## config.mk

```make
export PLATFORM = sky130hd
export DESIGN_NAME = aes_ctr_denetleyici_flat
export DESIGN_NICKNAME = d
export VERILOG_FILES = /design/src/rtl/aes_pkg.sv /design/src/rtl/aes_ctr_denetleyici_if.sv /design/src/rtl/aes_ctr_fifo.sv /design/src/rtl/aes_ctr_denetleyici.sv /design/src/flat_wrapper.sv
export SDC_FILE = /design/constraint.sdc
export NUM_CORES = 1
export LEC_CHECK = 0
export CAP_MARGIN = 15
export CORE_ASPECT_RATIO = 0.7
export CORE_MARGIN = 2
export CORE_UTILIZATION = 50
export DETAILED_ROUTE_END_ITERATION = 10
export GPL_ROUTABILITY_DRIVEN = 0
export PLACE_DENSITY_LB_ADDON = 0.08
export SYNTH_ARGS = -nofsm -noshare
export SYNTH_HDL_FRONTEND = slang
export SYNTH_SLANG_ARGS = --single-unit
```

## constraint.sdc

```tcl
create_clock -name clk -period 17.9 [get_ports clk]
set_input_delay 3.58 -clock clk [delete_from_list [all_inputs] [get_ports clk]]
set_output_delay 3.58 -clock clk [all_outputs]
set_load 0.01 [all_outputs]
```

## src/rtl/aes_pkg.sv

```systemverilog
// Shared definitions for the CTR controller: block width, FSM states and
// the width helper used by the credit counters.
package aes_pkg;

    localparam int AES_BLOK_GENISLIK  = 128;
    localparam int BLOK_SAYI_GENISLIK = 16;

    typedef enum logic [1:0] {
        DURUM_BOS       = 2'd0,
        DURUM_CALISIYOR = 2'd1,
        DURUM_BOSALT    = 2'd2
    } durum_t;

    // Width that can hold 0..derinlik inclusive (occupancy / in-flight count).
    function automatic int kredi_genislik(input int derinlik);
        return $clog2(derinlik + 1);
    endfunction

endpackage

```

## src/rtl/aes_ctr_denetleyici_if.sv

```systemverilog
// Data stream and aes_engine link of the CTR controller. The master modport
// is the controller's view, the slave modport the source/sink and engine side.
interface aes_ctr_denetleyici_if;
    import aes_pkg::*;

    logic [AES_BLOK_GENISLIK-1:0] d_blok;
    logic                         d_gecerli;
    logic                         d_hazir;
    logic [AES_BLOK_GENISLIK-1:0] e_blok;
    logic                         e_gecerli;
    logic                         e_hazir;
    logic [AES_BLOK_GENISLIK-1:0] e_sifre;
    logic                         e_c_gecerli;
    logic [AES_BLOK_GENISLIK-1:0] cikti;
    logic                         cikti_gecerli;

    modport master (
        input  d_blok, d_gecerli, e_hazir, e_sifre, e_c_gecerli,
        output d_hazir, e_blok, e_gecerli, cikti, cikti_gecerli
    );

    modport slave (
        output d_blok, d_gecerli, e_hazir, e_sifre, e_c_gecerli,
        input  d_hazir, e_blok, e_gecerli, cikti, cikti_gecerli
    );

endinterface

```

## src/rtl/aes_ctr_fifo.sv

```systemverilog
// Keystream FIFO: synchronous, 128-bit entries, power-of-two depth.
module aes_ctr_fifo
    import aes_pkg::*;
#(
    parameter  int DERINLIK = 8,
    localparam int AW       = $clog2(DERINLIK),
    localparam int SW       = kredi_genislik(DERINLIK)
) (
    input  logic                         clk,
    input  logic                         rst,
    input  logic                         yaz,
    input  logic [AES_BLOK_GENISLIK-1:0] yaz_veri,
    input  logic                         oku,
    output logic [AES_BLOK_GENISLIK-1:0] oku_veri,
    output logic                         dolu,
    output logic                         bos,
    output logic [SW-1:0]                doluluk
);

    logic [AES_BLOK_GENISLIK-1:0] mem [DERINLIK];
    logic [AW-1:0]                yaz_ptr, oku_ptr;
    logic                         yaz_ok, oku_ok;

    assign dolu     = (doluluk == SW'(DERINLIK));
    assign bos      = (doluluk == '0);
    assign yaz_ok   = yaz && (!dolu || oku);
    assign oku_ok   = oku && !bos;
    assign oku_veri = mem[oku_ptr];

    always_ff @(posedge clk) begin
        if (yaz_ok) mem[yaz_ptr] <= yaz_veri;
    end

    // Pointers wrap naturally because the depth is a power of two.
    always_ff @(posedge clk) begin
        if (rst) begin
            yaz_ptr <= '0;
            oku_ptr <= '0;
            doluluk <= '0;
        end else begin
            if (yaz_ok) yaz_ptr <= yaz_ptr + 1'b1;
            if (oku_ok) oku_ptr <= oku_ptr + 1'b1;
            doluluk <= doluluk + SW'(yaz_ok) - SW'(oku_ok);
        end
    end

endmodule

```

## src/rtl/aes_ctr_denetleyici.sv

```systemverilog
// CTR-mode controller around aes_engine: issues counter blocks under a credit
// limit, buffers keystream and XORs it onto the data stream.
// Optional: AES_CTR_TASMA_KONTROL_EN flags counter wrap on the sticky hata output.
module aes_ctr_denetleyici
    import aes_pkg::*;
#(
    parameter int FIFO_DERINLIK  = 8,
    parameter int SAYAC_GENISLIK = 32
) (
    input  logic                                  clk,
    input  logic                                  rst,
    input  logic [AES_BLOK_GENISLIK-SAYAC_GENISLIK-1:0] nonce,
    input  logic [SAYAC_GENISLIK-1:0]             sayac_ilk,
    input  logic [BLOK_SAYI_GENISLIK-1:0]         blok_sayisi,
    input  logic                                  baslat,
    aes_ctr_denetleyici_if.master                 bag,
    output logic                                  bitti
`ifdef AES_CTR_TASMA_KONTROL_EN
    ,
    output logic                                  hata
`endif
);

    localparam int NW = AES_BLOK_GENISLIK - SAYAC_GENISLIK;
    localparam int KW = kredi_genislik(FIFO_DERINLIK);
    localparam logic [KW:0] KREDI_SINIR = (KW + 1)'(FIFO_DERINLIK);

    durum_t                        durum, durum_sonraki;
    logic [NW-1:0]                 nonce_reg;
    logic [SAYAC_GENISLIK-1:0]     sayac_reg;
    logic [BLOK_SAYI_GENISLIK-1:0] kalan_ihrac, kalan_cikti;
    logic [KW-1:0]                 ucusta, doluluk;
    logic                          fifo_dolu, fifo_bos;
    logic [AES_BLOK_GENISLIK-1:0]  fifo_veri, cikti_reg;
    logic                          cikti_gecerli_reg;
    logic                          kredi_var, ihrac, kabul, son_cikti, tasma_dur, bos_is;

`ifdef AES_CTR_TASMA_KONTROL_EN
    logic hata_reg;
    assign hata      = hata_reg;
    assign tasma_dur = hata_reg;
`else
    assign tasma_dur = 1'b0;
`endif

    aes_ctr_fifo #(.DERINLIK(FIFO_DERINLIK)) u_fifo (
        .clk      (clk),
        .rst      (rst),
        .yaz      (bag.e_c_gecerli),
        .yaz_veri (bag.e_sifre),
        .oku      (kabul),
        .oku_veri (fifo_veri),
        .dolu     (fifo_dolu),
        .bos      (fifo_bos),
        .doluluk  (doluluk)
    );

    // Credit: never have more blocks outstanding than the FIFO can hold.
    assign kredi_var     = (({1'b0, ucusta} + {1'b0, doluluk}) < KREDI_SINIR) && !fifo_dolu;
    assign bag.e_gecerli = (durum == DURUM_CALISIYOR) && (kalan_ihrac != '0) && kredi_var && !tasma_dur;
    assign bag.e_blok    = {nonce_reg, sayac_reg};
    assign ihrac         = bag.e_gecerli && bag.e_hazir;

    assign bag.d_hazir       = !fifo_bos && (kalan_cikti != '0) && (durum != DURUM_BOS);
    assign kabul             = bag.d_gecerli && bag.d_hazir;
    assign son_cikti         = kabul && (kalan_cikti == BLOK_SAYI_GENISLIK'(1));
    assign bos_is            = (durum == DURUM_BOS) && baslat && (blok_sayisi == '0);
    assign bag.cikti         = cikti_reg;
    assign bag.cikti_gecerli = cikti_gecerli_reg;

    always_comb begin
        durum_sonraki = durum;
        case (durum)
            DURUM_BOS:       if (baslat && blok_sayisi != '0) durum_sonraki = DURUM_CALISIYOR;
            DURUM_CALISIYOR: begin
                if (son_cikti)                                                 durum_sonraki = DURUM_BOS;
                else if (ihrac && kalan_ihrac == BLOK_SAYI_GENISLIK'(1))       durum_sonraki = DURUM_BOSALT;
            end
            DURUM_BOSALT:    if (son_cikti) durum_sonraki = DURUM_BOS;
            default:         durum_sonraki = DURUM_BOS;
        endcase
    end

    always_ff @(posedge clk) begin
        if (rst) begin
            durum             <= DURUM_BOS;
            nonce_reg         <= '0;
            sayac_reg         <= '0;
            kalan_ihrac       <= '0;
            kalan_cikti       <= '0;
            ucusta            <= '0;
            cikti_reg         <= '0;
            cikti_gecerli_reg <= 1'b0;
            bitti             <= 1'b0;
`ifdef AES_CTR_TASMA_KONTROL_EN
            hata_reg          <= 1'b0;
`endif
        end else begin
            durum <= durum_sonraki;
            if (durum == DURUM_BOS && baslat) begin
                nonce_reg   <= nonce;
                sayac_reg   <= sayac_ilk;
                kalan_ihrac <= blok_sayisi;
                kalan_cikti <= blok_sayisi;
            end else begin
                if (ihrac) begin
                    sayac_reg   <= sayac_reg + 1'b1;
                    kalan_ihrac <= kalan_ihrac - 1'b1;
                end
                if (kabul) kalan_cikti <= kalan_cikti - 1'b1;
            end
            ucusta            <= ucusta + KW'(ihrac) - KW'(bag.e_c_gecerli);
            cikti_gecerli_reg <= kabul;
            if (kabul) cikti_reg <= bag.d_blok ^ fifo_veri;
            bitti <= (son_cikti && !tasma_dur) || bos_is;
`ifdef AES_CTR_TASMA_KONTROL_EN
            // Issuing the all-ones counter with more blocks pending means the next one would wrap.
            if (ihrac && (&sayac_reg) && kalan_ihrac > BLOK_SAYI_GENISLIK'(1)) hata_reg <= 1'b1;
`endif
        end
    end

endmodule

```

## src/flat_wrapper.sv

```systemverilog
// flat-port wrapper written by rule: the top's interface ports become plain ports
module aes_ctr_denetleyici_flat import aes_pkg::*;
#(
    parameter int FIFO_DERINLIK  = 8,
    parameter int SAYAC_GENISLIK = 32
)
  (clk, rst, nonce, sayac_ilk, blok_sayisi, baslat, bitti, bag_d_blok, bag_d_gecerli, bag_e_hazir, bag_e_sifre, bag_e_c_gecerli, bag_d_hazir, bag_e_blok, bag_e_gecerli, bag_cikti, bag_cikti_gecerli);
  aes_ctr_denetleyici_if bag_i ();
  input  logic clk;
  input  logic rst;
  input  logic [AES_BLOK_GENISLIK-SAYAC_GENISLIK-1:0] nonce;
  input  logic [SAYAC_GENISLIK-1:0] sayac_ilk;
  input  logic [BLOK_SAYI_GENISLIK-1:0] blok_sayisi;
  input  logic baslat;
  output logic bitti;
  input wire logic [$bits(bag_i.d_blok)-1:0] bag_d_blok;
  input wire logic [$bits(bag_i.d_gecerli)-1:0] bag_d_gecerli;
  input wire logic [$bits(bag_i.e_hazir)-1:0] bag_e_hazir;
  input wire logic [$bits(bag_i.e_sifre)-1:0] bag_e_sifre;
  input wire logic [$bits(bag_i.e_c_gecerli)-1:0] bag_e_c_gecerli;
  output wire logic [$bits(bag_i.d_hazir)-1:0] bag_d_hazir;
  output wire logic [$bits(bag_i.e_blok)-1:0] bag_e_blok;
  output wire logic [$bits(bag_i.e_gecerli)-1:0] bag_e_gecerli;
  output wire logic [$bits(bag_i.cikti)-1:0] bag_cikti;
  output wire logic [$bits(bag_i.cikti_gecerli)-1:0] bag_cikti_gecerli;
  assign bag_i.d_blok = bag_d_blok;
  assign bag_i.d_gecerli = bag_d_gecerli;
  assign bag_i.e_hazir = bag_e_hazir;
  assign bag_i.e_sifre = bag_e_sifre;
  assign bag_i.e_c_gecerli = bag_e_c_gecerli;
  assign bag_d_hazir = bag_i.d_hazir;
  assign bag_e_blok = bag_i.e_blok;
  assign bag_e_gecerli = bag_i.e_gecerli;
  assign bag_cikti = bag_i.cikti;
  assign bag_cikti_gecerli = bag_i.cikti_gecerli;
  aes_ctr_denetleyici #(.FIFO_DERINLIK(FIFO_DERINLIK), .SAYAC_GENISLIK(SAYAC_GENISLIK)) u_core (.clk(clk), .rst(rst), .nonce(nonce), .sayac_ilk(sayac_ilk), .blok_sayisi(blok_sayisi), .baslat(baslat), .bag(bag_i), .bitti(bitti));
endmodule
```

After elaboration in Yosys (flattened, before gate mapping)
Memory sizes are Yosys's and may differ from the RTL's. A register that Yosys moved wholly into a read port is not among the register bits.
Cells that the tools add are included.
{ "totals": {"register_bits": 306, "ram_bits": 1024, "input_bits": 406, "out_inout_bits": 260, "word_cells": 76, "mem_count": 1} }
{ "classes": {"addsub": 10, "magnitude_cmp": 1, "eq_ne": 8, "mux": 15, "bitwise_logic": 1, "n_reduce_logical": 28} }
{ "mem_list": {"columns": ["memory", "words", "word_bits", "rd", "rd_clocked_by_memory_dff", "write_ports", "line_no", "rtl"], "rows": [
  ["u_core.u_fifo.mem", 8, 128, 1, 1, 1, "aes_ctr_fifo.sv:20", "logic [AES_BLOK_GENISLIK-1:0] mem [DERINLIK];"]
]} }
{ "op_table": {"columns": ["cell", "count"], "rows": [
  ["128-bit bitwise XOR", 1],
  ["16-bit two-way mux", 4],
  ["32-bit two-way mux", 2],
  ["16-bit nonzero test", 3],
  ["32-bit by 1-bit adder with 32-bit output (second input constant)", 1],
  ["16-bit by 1-bit equality test with 1-bit output (second input constant)", 2],
  ["16-bit by 1-bit subtractor with 16-bit output (second input constant)", 2],
  ["16-bit logical NOT", 1],
  ["1-bit logical AND", 14],
  ["4-bit by 1-bit adder with 4-bit output", 2],
  ["2-bit two-way mux", 4],
  ["4-bit by 1-bit subtractor with 4-bit output", 2],
  ["3-bit by 1-bit adder with 3-bit output (second input constant)", 2],
  ["3-bit two-way mux", 2],
  ["2-bit one-hot mux with 3 select lines", 1],
  ["2-bit nonzero test", 3],
  ["4-bit by 4-bit adder with 5-bit output", 1],
  ["5-bit by 4-bit less-than comparator with 1-bit output (second input constant)", 1],
  ["4-bit equality test (second input constant)", 1],
  ["4-bit logical NOT", 1],
  ["3-bit by 2-bit != test with 1-bit output (second input constant)", 1],
  ["3-bit AND reduction", 1],
  ["2-bit by 1-bit equality test with 1-bit output (second input constant)", 1],
  ["2-bit equality test (second input constant)", 1],
  ["other kinds (6)", 9]
]} }

Logic depth before layout (Yosys ltp)
{ "logic_depth": {"ltp_word": 9, "mapped_depth": 15} }

Modules after synthesis
Synthesis repeated with hierarchy kept, for this count alone.
{ "hier_totals": {"cells_unflattened": 3064, "area_unflattened_um2": 52650.5} }
{ "by_module_without_submodules": {"columns": ["mod", "instances", "cells_each", "area_per_inst_um2"], "rows": [
  ["aes_ctr_fifo", 1, 1558, 39614.2],
  ["aes_ctr_denetleyici", 1, 1506, 13036.3]
]} }

Worst setup path before layout
No wires, ideal clock.
{ "synth_timing": {"path_type": "input to register", "start": "input port bag_d_gecerli", "end": "memory u_core.u_fifo.mem[0][0], enable pin", "setup_ns": 0.929, "t_arrival_ns": 16.748, "path_slack_ns": 0.223, "cell_stages": 6, "path_buffers": 1, "cell_sequence": "and3b_1 > clkbuf_1 > nand2_1 > a21boi_0 > inv_1 > nor4_1"} }
{ "synth_between": {"elab_chain_cells": 5} }
{ "synth_rtl": {"columns": ["item", "line_no", "rtl"], "rows": [
  ["start, declared", "flat_wrapper.sv:17", "input wire logic [$bits(bag_i.d_gecerli)-1:0] bag_d_gecerli;"],
  ["1-bit logical AND", "aes_ctr_denetleyici.sv:65", "assign kabul = bag.d_gecerli && bag.d_hazir;"],
  ["1-bit logical OR", "aes_ctr_fifo.sv:26", "assign yaz_ok = yaz && (!dolu || oku);"],
  ["1-bit logical AND", "aes_ctr_fifo.sv:26", null],
  ["1-bit two-way mux", "aes_ctr_fifo.sv:31", "if (yaz_ok) mem[yaz_ptr] <= yaz_veri;"],
  ["1-bit two-way mux (not written as such)", "aes_ctr_fifo.sv:31", null],
  ["end, declared", "aes_ctr_fifo.sv:20", null]
]} }
Every way passes these cells.

Final worst setup path
{ "layout_timing": {"start": "input port bag_d_gecerli", "end": "memory u_core.u_fifo.mem[2][119], enable pin"} }
The elaborated chain is that of the path after synthesis.

==> summary.md <==
| Metric | Value |
|---|---|
| Row count | 98 |
| Leak | 19.9 nW |
| Max clock buf depth | 3 |
| Post-DP HPWL | 75800 um |
| Worst path top cell family by delay | buffers and inverters |
| Layout cells sized above 1 | 0.130 |
| Worst Hold Path Cells | 2 |
| Fin Setup TNS | 0 ns |
| Post-Synth Adder-Cell Area | 0.00562 |
| #FFs+latches synth | 1333 |
| Clock root buffer | clkbuf_16 |
| Nets | 4253 |
| Synth Instances | 3185 |
| Most common cell on crit path | buf_4 |
| Pin count of the biggest net entering global routing | 189 |
| Skew final | 0.0251 ns |
| Post-Synth XOR/XNOR Area | 0.0236 |
| Die Wd | 388 um |
| Final WL | 126000 um |
| Hold Fails Final Rpt | 0 |
| Hold Path Class | reg2reg |
| Worst-skew pair later-pin latency | 0.72 ns |
| First-pass GRT wire length | 190000 um |
| Initial Utilization | 0.505 |
| Post-CTS Setup Repair Bufs | 0 |
| Net Count, Synth | 3613 |
| Synth Flop Type | edfxtp_1 |
| Initial DRC Count | 2334 |
| Register area share after synthesis | 0.715 |
| Crit path launch type | primary input |
| Total power | 0.00727 W |
| Max reg flops | 1024 |
| Number of global-route vias before repair | 30.5k |
| Total gr overflow | 0 |
| Vias | 30.0k |
| Mux cell area share after synthesis | 0.138 |
| F_max | 140 MHz |
| TritonCTS buffer count | 121 |
| Power Density | 114 nW/um^2 |
| Leading area contributor after synthesis | edfxtp_1 |
| Max-slew headroom | 0.206 |
| Worst setup path end | u_core.u_fifo.mem[2][119] |
| Fin crit share | 0.398 |
| Tmin final | 7.12 ns |
| RSZ-0062 raised after global routing | no |
| Status | complete, no violations |
| Clock slew at the register clock pins of the worst setup and hold paths | 0.06 ns |
| Pre-CTS setup slack | 10.07 ns |
| Synth top area cells | edfxtp_1, dfxtp_1, mux4_2 |
| Asr flop ratio synth | 0 |
| Least-Margin Pin Slew | 1.19 ns |
| Ports | 666 |
| Worst r2r path cells | 8 |
| Post-Syn Area | 51700 um^2 |
| Crit path from | bag_d_gecerli |
| DRT antenna net count | 0 |
| WS Path Type | in2reg |
| R2R Path End | u_core.bag.cikti[44] |
| Slowest CP cell | buf_4 |
| DRC Markers | 0 |
| Synth Area in Compound Gates | 0.0427 |
| Synth cell types | 65 |
| Util after Layout | 0.625 |
| Htree depth | 3 |
| Worst Path Buf+Inv | 5 |
| Simple-gate portion of the synthesized area | 0.0609 |
| PortBufs | 665 |
| Total core area | 102000 um^2 |
| Die area | 106000 um^2 |
| Worst EP arrival | 7.44 ns |
| WP data required | 18.21 ns |
| Filler instances | 7328 |
| # clock sinks | 1333 |
| Hold buffer count at cts | 0 |
| Maxcap violations | 0 |
| Post-synth top area share | 0.595 |
| Register area | 36900 um^2 |
| Synth cell count leaders | edfxtp_1, nand2_1, dfxtp_1 |
| VDD IR-drop max | 0.0000846 V |
| CTS tree | done |
| Post-cts resize count | 0 |
| Avg WL per Cell | 23.9 um |
| Slew Viols, Final | 0 |
| Cell count along the critical path | 9 |
| Mean area per synthesized cell | 16.2 um^2 |
| Via/cell ratio | 5.67 |
| Detailed Routing Iterations Pass 1 | 7 |
| Multi-input logic area | 14100 um^2 |
| Finish-stage setup viols | 0 |
| Critical path, cell by cell | clkdlybuf4s50_1 -> and3b_1 -> nand2_4 -> buf_4 -> a21boi_0 -> inv_1 -> nor3_2 -> buf_4 -> buf_4 |
| Hold_ws | 0.450 ns |
| Post-synth EDFFs | 1024 |
| Warnings, synthesis | 0 |
| Die Height | 273 um |
| R2r setup slk | 12.72 ns |
| Number of antenna violations at the first check in global routing | 19 |
| Critical Path Sink Type | register |
| Top-count cell post-synth | edfxtp_1 |
| Crit Path Max Fanout | 83 |
| Largest family of logic cells by synthesized area | multiplexers |
| Crit-path max cell delay | 0.88 ns |
| GRT Resource Usage Total | 0.235 |
| Final worst slack | 10.78 ns |
| Synth-to-Final Area Change | 23.6% |
## stage by stage
stage | cells | area, um^2
2_1_floorplan | 3185 | 51700
3_3_place_gp | 5051 | 59800
3_5_place_dp | 5052 | 59800
4_1_cts | 5280 | 63900
5_1_grt | 5283 | 63900
6_report | 5286 | 63900
## how the worst min path moves through the flow
stage | startpoint | slack [ns] | to
6_report | u_core.bag.cikti[23] | 0.45 | u_core.bag.cikti[23]
5_1_grt | u_core.bag.cikti[95] | 0.47 | u_core.bag.cikti[95]
4_1_cts | u_core.bag.cikti[26] | 0.45 | u_core.bag.cikti[26]
3_5_place_dp | u_core.bag.cikti[23] | 0.44 | u_core.bag.cikti[23]
3_3_place_gp | u_core.bag.cikti[53] | 0.44 | u_core.bag.cikti[53]
2_1_floorplan | u_core.kalan_cikti[1] | 0.44 | u_core.kalan_cikti[1]
## cells in the final DEF, fill, tap and decap left out, types with 7 or more instances in the layout
| cell type | instances |
|---|---|
| o211ai_1 | 10 |
| nand3_1 | 23 |
| clkbuf_8 | 15 |
| a31oi_1 | 17 |
| bufinv_16 | 11 |
| clkbuf_1 | 24 |
| xor2_1 | 8 |
| or3_1 | 12 |
| buf_12 | 8 |
| o21bai_1 | 8 |
| clkbuf_16 | 126 |
| o31a_1 | 9 |
| mux4_2 | 256 |
| nand2_1 | 494 |
| and3_1 | 9 |
| mux2i_1 | 130 |
| o311ai_0 | 7 |
| a311oi_1 | 16 |
| nor3_1 | 10 |
| ha_1 | 20 |
| buf_4 | 21 |
| o21a_1 | 11 |
| clkinvlp_4 | 8 |
| clkdlybuf4s50_1 | 664 |
| nor4_1 | 31 |
| or4_1 | 8 |
| inv_1 | 27 |
| a21oi_1 | 254 |
| dfxtp_1 | 306 |
| nand4_1 | 20 |
| xnor2_1 | 131 |
| edfxtp_1 | 1024 |
| clkinv_2 | 21 |
| clkinv_1 | 14 |
| nor2_1 | 66 |
## worst min-delay path, delay by kind of cell (launching register included)
family,cells,cell delay [ns]
simple gates,1,0.05
compound gates,1,0.05
flops,1,0.31
## area by class of cell
class | instances | share of cell area
flip-flops and latches | 1333 | 0.578
multi-input cells | 1646 | 0.220
repair buffers | 694 | 0.109
clock buffers | 166 | 0.0541
well taps | 1350 | 0.0264
clock inverters | 62 | 0.0103
inverters | 29 | 0.00178
diodes | 6 | 0.000235
## power breakdown
part | internal [W] | total, W | switching, W
Sequential | 0.00353 | 0.00362 | 0.0000901
Combinational | 0.000479 | 0.00100 | 0.000524
Clock | 0.00151 | 0.00264 | 0.00113
Total | 0.00552 | 0.00727 | 0.00174
## logic make-up (layout without fill, tap and decap cells)
group                      count (synthesis)  count (layout)
adders and majority gates                 22              22
other                                      0               6
xor gates and xnor gates                 139             139
DFF                                     1333            1333
muxes                                    390             390
AOI/OAI and AO/OA                        371             371
and+or+nand+nor                          724             724
buffers and inverters                    206             951
## per-layer routing
layer / vias to the layer above / share of wire / global-route usage
met2: 978 / 0.51 / 0.405
li1: 13500 / - / -
met1: 15300 / 0.41 / 0.312
met3: 183 / 0.061 / 0.0462
met5: - / 0.0010 / 0
met4: 20 / 0.019 / 0.0517
Power figures use the tool's default switching activity.
